## config.mk

```make
export PLATFORM = sky130hd
export DESIGN_NAME = memory_controller
export DESIGN_NICKNAME = d
export VERILOG_FILES = /design/src/rtl/memory_controller.sv
export SDC_FILE = /design/constraint.sdc
export NUM_CORES = 1
export LEC_CHECK = 0
export ABC_CLOCK_PERIOD_IN_PS = 3800
export CAP_MARGIN = 20
export CORE_MARGIN = 2
export CORE_UTILIZATION = 54
export CTS_BUF_LIST = sky130_fd_sc_hd__clkbuf_16
export DETAILED_ROUTE_END_ITERATION = 8
export GPL_ROUTABILITY_DRIVEN = 0
export PLACE_DENSITY = 0.84
export SLEW_MARGIN = 20
export SYNTH_ARGS = -nofsm -noshare
export SYNTH_HDL_FRONTEND = slang
export SYNTH_SLANG_ARGS = --single-unit
```

## constraint.sdc

```tcl
create_clock -name clk -period 3.8 [get_ports clk]
set_input_delay 0.38 -clock clk [delete_from_list [all_inputs] [get_ports clk]]
set_output_delay 0.38 -clock clk [all_outputs]
set_load 0.05 [all_outputs]
```

## src/rtl/memory_controller.sv

```systemverilog
// Byte-serial memory controller: turns load/store requests into one RAM byte
// access per cycle, assembling or splitting words and sign/zero-extending loads.
module memory_controller (
    input  logic        clk,
    input  logic        rst,
    input  logic        rdy,
    input  logic [4:0]  oprand,
    input  logic [31:0] addr,
    input  logic [31:0] data,
    input  logic        flush,
    input  logic        io_buffer_full,
    output logic [1:0]  ready,
    output logic [31:0] mem_data,
    input  logic [7:0]  mem_din,
    output logic [7:0]  mem_dout,
    output logic [31:0] mem_a,
    output logic        mem_wr
);
    typedef enum logic [1:0] {IDLE, READ, WRITE, IO_WAIT} state_t;

    state_t      state, state_n;
    logic [1:0]  cnt, cnt_n, size_q, size_n, last;
    logic        uns_q, uns_n, done_q, done_n, wr_n;
    logic [31:0] addr_q, addr_n, data_q, data_n, asm_q, asm_n, asm_cap;
    logic [31:0] mem_a_n, mem_data_n;
    logic [7:0]  dout_n;

    function automatic logic [31:0] extend(input logic [31:0] v, input logic [1:0] sz,
                                           input logic u);
        case (sz)
            2'b00:   extend = u ? {24'd0, v[7:0]}  : {{24{v[7]}}, v[7:0]};
            2'b01:   extend = u ? {16'd0, v[15:0]} : {{16{v[15]}}, v[15:0]};
            default: extend = v;
        endcase
    endfunction

    function automatic logic [7:0] byte_of(input logic [31:0] d, input logic [1:0] idx);
        case (idx)
            2'd0:    byte_of = d[7:0];
            2'd1:    byte_of = d[15:8];
            2'd2:    byte_of = d[23:16];
            default: byte_of = d[31:24];
        endcase
    endfunction

    assign ready = {done_q, state == IDLE};

    always_comb begin
        case (size_q)
            2'b00:   last = 2'd0;
            2'b01:   last = 2'd1;
            default: last = 2'd3;
        endcase
    end

    // Assembly register with the byte arriving this cycle already merged in,
    // so the last byte is part of the value returned on completion.
    always_comb begin
        asm_cap = asm_q;
        case (cnt)
            2'd0:    asm_cap[7:0]   = mem_din;
            2'd1:    asm_cap[15:8]  = mem_din;
            2'd2:    asm_cap[23:16] = mem_din;
            default: asm_cap[31:24] = mem_din;
        endcase
    end

    always_comb begin
        state_n    = state;
        cnt_n      = cnt;
        size_n     = size_q;
        uns_n      = uns_q;
        addr_n     = addr_q;
        data_n     = data_q;
        asm_n      = asm_q;
        mem_a_n    = mem_a;
        dout_n     = mem_dout;
        wr_n       = mem_wr;
        done_n     = 1'b0;
        mem_data_n = mem_data;
        case (state)
            IDLE: begin
                if (oprand[4] && !flush) begin
                    size_n = oprand[1:0];
                    uns_n  = oprand[2];
                    addr_n = addr;
                    data_n = data;
                    cnt_n  = 2'd0;
                    if (oprand[3]) begin
                        if (addr[17:16] == 2'b11 && io_buffer_full) begin
                            state_n = IO_WAIT;
                        end else begin
                            state_n = WRITE;
                            wr_n    = 1'b1;
                            mem_a_n = addr;
                            dout_n  = data[7:0];
                        end
                    end else begin
                        state_n = READ;
                        mem_a_n = addr;
                        asm_n   = 32'd0;
                    end
                end
            end
            READ: begin
                if (flush) begin
                    state_n = IDLE;
                    mem_a_n = 32'd0;
                    cnt_n   = 2'd0;
                end else begin
                    asm_n = asm_cap;
                    if (cnt == last) begin
                        done_n     = 1'b1;
                        mem_data_n = extend(asm_cap, size_q, uns_q);
                        mem_a_n    = 32'd0;
                        cnt_n      = 2'd0;
                        state_n    = IDLE;
                    end else begin
                        mem_a_n = mem_a + 32'd1;
                        cnt_n   = cnt + 2'd1;
                    end
                end
            end
            WRITE: begin
                if (cnt == last) begin
                    wr_n       = 1'b0;
                    mem_a_n    = 32'd0;
                    dout_n     = 8'd0;
                    done_n     = 1'b1;
                    mem_data_n = 32'd0;
                    cnt_n      = 2'd0;
                    state_n    = IDLE;
                end else begin
                    mem_a_n = mem_a + 32'd1;
                    cnt_n   = cnt + 2'd1;
                    dout_n  = byte_of(data_q, cnt + 2'd1);
                end
            end
            IO_WAIT: begin
                if (!io_buffer_full) begin
                    state_n = WRITE;
                    wr_n    = 1'b1;
                    mem_a_n = addr_q;
                    dout_n  = data_q[7:0];
                end
            end
            default: state_n = IDLE;
        endcase
    end

    always_ff @(posedge clk) begin
        if (rst) begin
            state    <= IDLE;
            cnt      <= 2'd0;
            size_q   <= 2'd0;
            uns_q    <= 1'b0;
            addr_q   <= 32'd0;
            data_q   <= 32'd0;
            asm_q    <= 32'd0;
            mem_a    <= 32'd0;
            mem_dout <= 8'd0;
            mem_wr   <= 1'b0;
            done_q   <= 1'b0;
            mem_data <= 32'd0;
        end else if (rdy) begin
            state    <= state_n;
            cnt      <= cnt_n;
            size_q   <= size_n;
            uns_q    <= uns_n;
            addr_q   <= addr_n;
            data_q   <= data_n;
            asm_q    <= asm_n;
            mem_a    <= mem_a_n;
            mem_dout <= dout_n;
            mem_wr   <= wr_n;
            done_q   <= done_n;
            mem_data <= mem_data_n;
        end
    end
endmodule

```

==> metrics.log, run 1 <==
[metrics] final total power: roughly 0.0045 W
[metrics] Pre-antenna DRT Iters: 5
[metrics] terminus of the critical flop-to-flop path: mem_a[26]
[metrics] sequential fraction of the synthesis area: 0.403
[metrics] final critical delay including setup and external delays: around 3.2 ns
[metrics] share of the clock period used by the worst path: 0.832
[metrics] HPWL reported at the end of detailed placement: between 15 and 20 mm
[metrics] I/O pin cnt: around 160
[metrics] vias per inst: 6.22
[metrics] DRC Markers: 0
[metrics] cell area after synthesis: approximately 0.0088 mm2
[metrics] number of instances resized during post-cts repair: 0
[metrics] core box area: around 0.016 mm2
[metrics] reported max-cap violation count: 0
[metrics] Critical Path End Type: output pin
[metrics] type of origin of the critical path: register
[metrics] antenna violations before repair: 0
[metrics] synthesis-to-layout area growth: 24.9%
[metrics] number of sinks driven by the clock tree: ~180
[metrics] Cell Count, Final, Fillers Out: 1452
[metrics] Synth Register Bits: between 150 and 200
[metrics] Power Density: between 400 and 500 mW/mm2
[metrics] Port Buffer Count: 156
[metrics] Die Wd: 132 um
[metrics] startpoint-to-endpoint class of the critical path: register to output pin
[metrics] R2R setup slack: slightly above 0.9 ns
[metrics] global-route wire length before repair: about 43 mm
[metrics] remaining max-slew budget at the tightest pin: 0.324
[metrics] routed len/inst: roughly 18 um
[metrics] residual antenna-violating net count after detailed routing: 0
[metrics] number of vias in the routed layout: between 9000 and 10000
[metrics] total overflow reported by the global router: 0
[metrics] clock latency at the later pin of the worst-skew pair: ~0.44 ns
[metrics] maximum clock insertion buffer count: 2
[metrics] DRT Wirelength: roughly 26 mm
[metrics] Final Hold Violating Endpoints: 0
[metrics] CTS tree: yes
[metrics] Tightest Hold Check Type: input port to register
[metrics] static leakage: 3.69 nW
[metrics] worst slew pin tran: between 1 and 1.5 ns
[metrics] count of synthesis-stage warnings from yosys: 0
[metrics] number of DRC violations after detailed-routing iteration 0: around 1000
[metrics] number of global-route vias before repair: 8412
[metrics] hold-fix buffer count after cts: 0
[metrics] Worst Min Path Start: rst
[metrics] nets in the synthesized netlist: 1215
[metrics] synthesized area divided by synthesized cell count: approximately 7.8 um2
[metrics] arrival time at the worst endpoint: approximately 2.8 ns
[metrics] most used flip-flop cell after synthesis: sky130_fd_sc_hd__dfxtp_1
[metrics] worst flop-to-flop path startpoint: state[0]
[metrics] synth unique cells: 70
[metrics] Critical path origin: state[0]
[metrics] Max Freq: approximately 0.32 GHz
[metrics] number of instances in the synthesized netlist: 1121
[metrics] clock-pin slew reported for the worst setup and hold paths after clock tree synthesis: ~0.070 ns
[metrics] number of nets in the layout: ~1300
[metrics] Std-Cell Rows: 46
[metrics] placed insts: between 1000 and 1500
[metrics] outcome: finished clean
[metrics] Inserted Clock Buffers: 17
[metrics] setup-violating endpoint count in the final report: 0
[metrics] FFs w/ async S/R, synth: 0
[metrics] maximum fanout count along the critical path: 40
[metrics] setup repair after global routing missed its margin: no
[metrics] r2r worst-path depth: 5
[metrics] instance count along the most critical hold path: 2
[metrics] Hold Path Sink: asm_q[31]
[metrics] CTS H-Tree Depth: 4
[metrics] Antenna Diode Count: 0
[metrics] share of cells above drive strength 1: 0.0825
[metrics] worst IR drop on VDD: 0.357 mV
[metrics] overall die height: ~130 um
[metrics] Final Max Tran Viols: 0
[metrics] gr usage total: 0.301
[metrics] Worst EP required: approximately 3.4 ns
[metrics] final total negative setup slack: 0 ns
[metrics] Post CTS Setup Buffer Count: 0
[metrics] Finished Core Util: 0.692
[metrics] maximum number of pins on one net before global-route repair: 48
[metrics] number of synthesized flops with an enable pin: 0
[metrics] Die ar.: about 0.017 mm2
[metrics] Worst Clk Skew: 0.00722 ns
[metrics] Root Buffer: sky130_fd_sc_hd__clkbuf_16
[metrics] starting density of the core: 0.554
==> cells by family (layout without fill, tap and decap cells) <==
group                      Yosys count  in the layout  synth area share
xor gates and xnor gates             5              5           0.00498
muxes                               40             40            0.0486
adders and majority gates           12             12            0.0171
AOI/OAI and AO/OA                  311            311             0.223
DFF                                177            177             0.403
buffers and inverters              110            225            0.0501
and+or+nand+nor                    466            466             0.254
==> layout make-up <==
cell class | count | area [um2]
Clock inverter | 14 | 164
Fill cell | 1311 | 4890
Inverter | 25 | 93.8
Tap cell | 216 | 270
Clock buffer | 17 | 425
Multi-Input combinational cell | 834 | 4820
Sequential cell | 177 | 3540
Timing Repair Buffer | 169 | 1670
==> cell usage after synthesis (10+ instances only) <==
| cell | instances | area share |
|---|---|---|
| sky130_fd_sc_hd__nand4_1 | 16 | 0.011 |
| sky130_fd_sc_hd__nand2_1 | 247 | 0.11 |
| sky130_fd_sc_hd__mux2i_1 | 18 | 0.020 |
| sky130_fd_sc_hd__o21ai_1 | 27 | 0.015 |
| sky130_fd_sc_hd__or2_2 | 16 | 0.011 |
| sky130_fd_sc_hd__clkbuf_1 | 61 | 0.026 |
| sky130_fd_sc_hd__buf_2 | 10 | 0.0057 |
| sky130_fd_sc_hd__nor4_1 | 10 | 0.0071 |
| sky130_fd_sc_hd__ha_1 | 12 | 0.017 |
| sky130_fd_sc_hd__inv_1 | 22 | 0.0094 |
| sky130_fd_sc_hd__and3_1 | 23 | 0.016 |
| sky130_fd_sc_hd__o32ai_1 | 10 | 0.010 |
| sky130_fd_sc_hd__a21oi_1 | 135 | 0.077 |
| sky130_fd_sc_hd__a31oi_1 | 13 | 0.0092 |
| sky130_fd_sc_hd__nor3_1 | 16 | 0.0091 |
| sky130_fd_sc_hd__buf_1 | 10 | 0.0043 |
| sky130_fd_sc_hd__a22o_1 | 24 | 0.024 |
| sky130_fd_sc_hd__nand3_1 | 52 | 0.030 |
| sky130_fd_sc_hd__o21ai_0 | 40 | 0.023 |
| sky130_fd_sc_hd__mux2_2 | 22 | 0.028 |
| sky130_fd_sc_hd__dfxtp_1 | 177 | 0.40 |
| sky130_fd_sc_hd__nor2_1 | 36 | 0.015 |
==> critical path, stage by stage (launching register included) <==
cell and delay (ns):
sky130_fd_sc_hd__dfxtp_1 0.34, sky130_fd_sc_hd__inv_1 0.09, sky130_fd_sc_hd__ha_2 0.70, sky130_fd_sc_hd__buf_4 0.36
sky130_fd_sc_hd__clkdlybuf4s50_1 0.84
==> per-layer routing <==
metal	wire length (um)	track usage
met3	2320	0.0525
met2	12000	0.471
met4	1120	0.152
met1	11000	0.401
met5	0	0
==> how the worst max path moves through the flow <==
| stage | depth (start not counted) | slack (ns) | end |
|---|---|---|---|
| detailed placement | 6 | 0.91 | mem_a[14] |
| global placement | 6 | 1.03 | mem_a[17] |
| finish | 4 | 0.64 | ready[0] |
| floorplan | 9 | 1.43 | mem_a[14] |
| CTS | 4 | 0.65 | ready[0] |
| global route | 4 | 0.52 | ready[0] |
==> sequential cells by signal (all words and copies together) (netlist names) <==
register / cells
asm_q: 32
state: 2
uns_q: 1
size_q: 2
data_q: 32
done_q: 1
addr_q: 32
mem_a: 32
cnt: 2
mem_data: 32
mem_wr: 1
mem_dout: 8
==> cells in the final DEF, fill, tap and decap left out, types with 24 or more instances in the layout <==
cell                                n
sky130_fd_sc_hd__clkdlybuf4s50_1  155
sky130_fd_sc_hd__nand2_1          247
sky130_fd_sc_hd__o21ai_1           27
sky130_fd_sc_hd__dfxtp_1          177
sky130_fd_sc_hd__nor2_1            36
sky130_fd_sc_hd__nand3_1           51
sky130_fd_sc_hd__a21oi_1          134
sky130_fd_sc_hd__o21ai_0           40
sky130_fd_sc_hd__a22o_1            24
==> report_power, final <==
part | switching, W | internal [W] | leakage [nW]
combinational | 0.000432 | 0.000255 | 1.97
clock | 0.000754 | 0.00103 | 0.287
sequential | 0.0000706 | 0.00192 | 1.43
total | 0.00126 | 0.00320 | 3.69
==> per-stage QoR <==
stage	hold WS (ns)	setup slack (ns)	instance area [um2]
global route	0.441	0.520	11000
CTS	0.395	0.645	11000
detailed placement	0.441	0.915	10400
global placement	0.435	1.03	10400
finish	0.412	0.637	11000
floorplan	0.429	1.43	8800
No activity file was read; power rests on OpenSTA's default activity.
==> inputs of run 2 (changes only) <==
--- a/config.mk
+++ b/config.mk
@@ -5,14 +5,14 @@
 export SDC_FILE = /design/constraint.sdc
 export NUM_CORES = 1
 export LEC_CHECK = 0
-export ABC_CLOCK_PERIOD_IN_PS = 3800
+export ABC_CLOCK_PERIOD_IN_PS = 2900
 export CAP_MARGIN = 20
 export CORE_MARGIN = 2
-export CORE_UTILIZATION = 54
+export CORE_UTILIZATION = 48
 export CTS_BUF_LIST = sky130_fd_sc_hd__clkbuf_16
 export DETAILED_ROUTE_END_ITERATION = 8
 export GPL_ROUTABILITY_DRIVEN = 0
-export PLACE_DENSITY = 0.84
+export PLACE_DENSITY = 0.79
 export SLEW_MARGIN = 20
 export SYNTH_ARGS = -nofsm -noshare
 export SYNTH_HDL_FRONTEND = slang
==> constraint.sdc (replaced) <==
create_clock -name clk -period 2.9 [get_ports clk]
set_input_delay 0.29 -clock clk [delete_from_list [all_inputs] [get_ports clk]]
set_output_delay 0.29 -clock clk [all_outputs]
set_load 0.05 [all_outputs]
==> run 2 against run 1 <==
Net effect:
- clock power is 25% higher
- sequential power grew 31%
- first-iteration DRC count is 4.2% higher
- die area increased by 12%
- clock skew barely moved
- wire length decreased by 0.15%
- combinational power is 34% higher
- count of clock-buffer cells in the layout unchanged
- critical path depth unchanged
- via count shrank 1.7%
==> metrics.log, run 2 (synthesis gave the netlist of run 1 again) <==
[metrics] met1 demand-to-capacity share in global routing: 0.361
[metrics] Worst Min Path Start: rst
[metrics] number of DRC violations after detailed-routing iteration 0: approximately 1100
[metrics] Hold Path Sink: addr_q[28]
[metrics] overall die height: approximately 140 um
[metrics] Port Buffer Count: approximately 160
[metrics] share of the clock period used by the worst path: 0.917
[metrics] number of instances resized during post-cts repair: 0
[metrics] share of cells above drive strength 1: 0.0935
[metrics] critical path's largest stage delay: about 0.85 ns
[metrics] starting density of the core: 0.490
[metrics] Critical Path End Type: output pin
[metrics] outcome: finished clean
[metrics] core box area: around 0.018 mm2
[metrics] setup repair after global routing missed its margin: no
[metrics] Inserted Clock Buffers: 17
[metrics] Power Density: slightly above 500 mW/mm2
[metrics] worst IR drop on VDD: approximately 0.37 mV
[metrics] type of origin of the critical path: register
[metrics] maximum clock insertion buffer count: 2
[metrics] startpoint-to-endpoint class of the critical path: register to output pin
[metrics] clock-pin slew reported for the worst setup and hold paths after clock tree synthesis: about 0.070 ns
[metrics] r2r worst-path depth: 7
[metrics] Critical path origin: state[0]
[metrics] gr usage total: 0.267
[metrics] hold-fix buffer count after cts: 0
[metrics] final critical delay including setup and external delays: about 2.7 ns
[metrics] final total power: about 0.0057 W
[metrics] Die Wd: between 100 and 150 um
[metrics] I/O pin cnt: around 160
[metrics] most congested layer reported by global routing: met2
[metrics] number of vias in the routed layout: 8881
[metrics] Final Hold Violating Endpoints: 0
[metrics] slowest cell on the critical path: sky130_fd_sc_hd__clkdlybuf4s50_1
[metrics] met2 track demand over resource in global routing: 0.415
[metrics] clock latency at the later pin of the worst-skew pair: between 0.4 and 0.5 ns
[metrics] Worst EP required: 2.61 ns
[metrics] reported max-cap violation count: 0
[metrics] worst slew pin tran: 0.783 ns
[metrics] Std-Cell Rows: just under 50
[metrics] Pre-antenna DRT Iters: 5
[metrics] R2R setup slack: ~0.43 ns
[metrics] Post CTS Setup Buffer Count: 0
[metrics] DRT Wirelength: 26.4 mm
[metrics] DRC Markers: 0
[metrics] highest-count cells in the layout ignoring fill and taps: sky130_fd_sc_hd__nand2_1, sky130_fd_sc_hd__dfxtp_1, sky130_fd_sc_hd__clkdlybuf4s50_1, sky130_fd_sc_hd__a21oi_1, sky130_fd_sc_hd__nand3_1
[metrics] HPWL reported at the end of detailed placement: ~18 mm
[metrics] Final Max Tran Viols: 0
[metrics] arrival time at the worst endpoint: 2.37 ns
[metrics] remaining max-slew budget at the tightest pin: 0.476
[metrics] synthesis-to-layout area growth: 26.5%
[metrics] terminus of the critical flop-to-flop path: mem_data[23]
[metrics] CTS H-Tree Depth: 4
[metrics] sequence of cells on the critical path: inv_1, ha_2, buf_4, clkdlybuf4s50_1
[metrics] Worst Clk Skew: just over 0.007 ns
[metrics] setup-violating endpoint count in the final report: 0
[metrics] maximum fanout count along the critical path: 24
[metrics] final total negative setup slack: 0 ns
[metrics] Max Freq: between 0.3 and 0.4 GHz
[metrics] vias per inst: 5.99
[metrics] Die ar.: a little under 0.02 mm2
[metrics] routed len/inst: ~18 um
[metrics] total overflow reported by the global router: 0
[metrics] instance count along the most critical hold path: 2
[metrics] CTS tree: yes
[metrics] antenna violations before repair: 0
[metrics] residual antenna-violating net count after detailed routing: 0
[metrics] global-route wire length before repair: about 42 mm
[metrics] number of global-route vias before repair: between 8000 and 9000
[metrics] worst flop-to-flop path startpoint: cnt[0]
[metrics] Root Buffer: sky130_fd_sc_hd__clkbuf_16
[metrics] number of nets in the layout: 1333
[metrics] maximum number of pins on one net before global-route repair: 54
[metrics] static leakage: between 3 and 4 nW
[metrics] total of fill cells in the finished design: 1561
[metrics] Tightest Hold Check Type: input port to register
[metrics] leading cell type in the layout, fill and taps excluded: sky130_fd_sc_hd__nand2_1
[metrics] number of sinks driven by the clock tree: 177
[metrics] met3 capacity usage during global routing: 0.0599
run 2: per-stage QoR:
step                worst slack [ns]  hold WS (ns)  utilization  cell area, um2  cells
finish                         0.240         0.388        0.620           11100   1482
global route                   0.138         0.383        0.619           11100   1481
CTS                            0.238         0.365        0.619           11100   1481
detailed placement             0.401         0.442        0.588           10600   1449
global placement               0.442         0.435        0.588           10600   1449
floorplan                      0.533         0.426            -            8800   1121
run 2: report_power, final:
part,internal [W],switching [W],total (W)
sequential,0.00251,0.0000907,0.00260
clock,0.00119,0.00103,0.00222
combinational,0.000351,0.000570,0.000922
run 2: worst max path at each step:
stage           endpoint  slack, ns  cells past startpoint
2_1_floorplan  mem_a[14]       0.53                      9
3_3_place_gp   mem_a[16]       0.44                      6
3_5_place_dp   mem_a[16]       0.40                      6
4_1_cts         ready[0]       0.24                      4
5_1_grt         ready[0]       0.14                      4
6_report        ready[0]       0.24                      4
run 2: per-layer routing:
layer | part of all wire | wire (um)
met5 | 0 | 0
met2 | 0.46 | 12200
met4 | 0.027 | 711
met3 | 0.085 | 2240
met1 | 0.43 | 11200
run 2: critical path: cells and delay by family, from the launching register on:
family / cells / cell delay, ns
adders and majority gates: 1 / 0.33
buffers and inverters: 3 / 1.26
DFF: 1 / 0.34
run 2: final cells by class:
| class | instances | area (um2) | share of cell area |
|---|---|---|---|
| Antenna cell | 1 | 2.50 | 0.000225 |
| Clock buffer | 17 | 425 | 0.0382 |
| Clock inverter | 15 | 135 | 0.0121 |
| Inverter | 25 | 93.8 | 0.00843 |
| Multi-Input combinational cell | 834 | 4820 | 0.433 |
| Sequential cell | 177 | 3540 | 0.318 |
| Tap cell | 229 | 287 | 0.0257 |
| Timing Repair Buffer | 184 | 1820 | 0.163 |
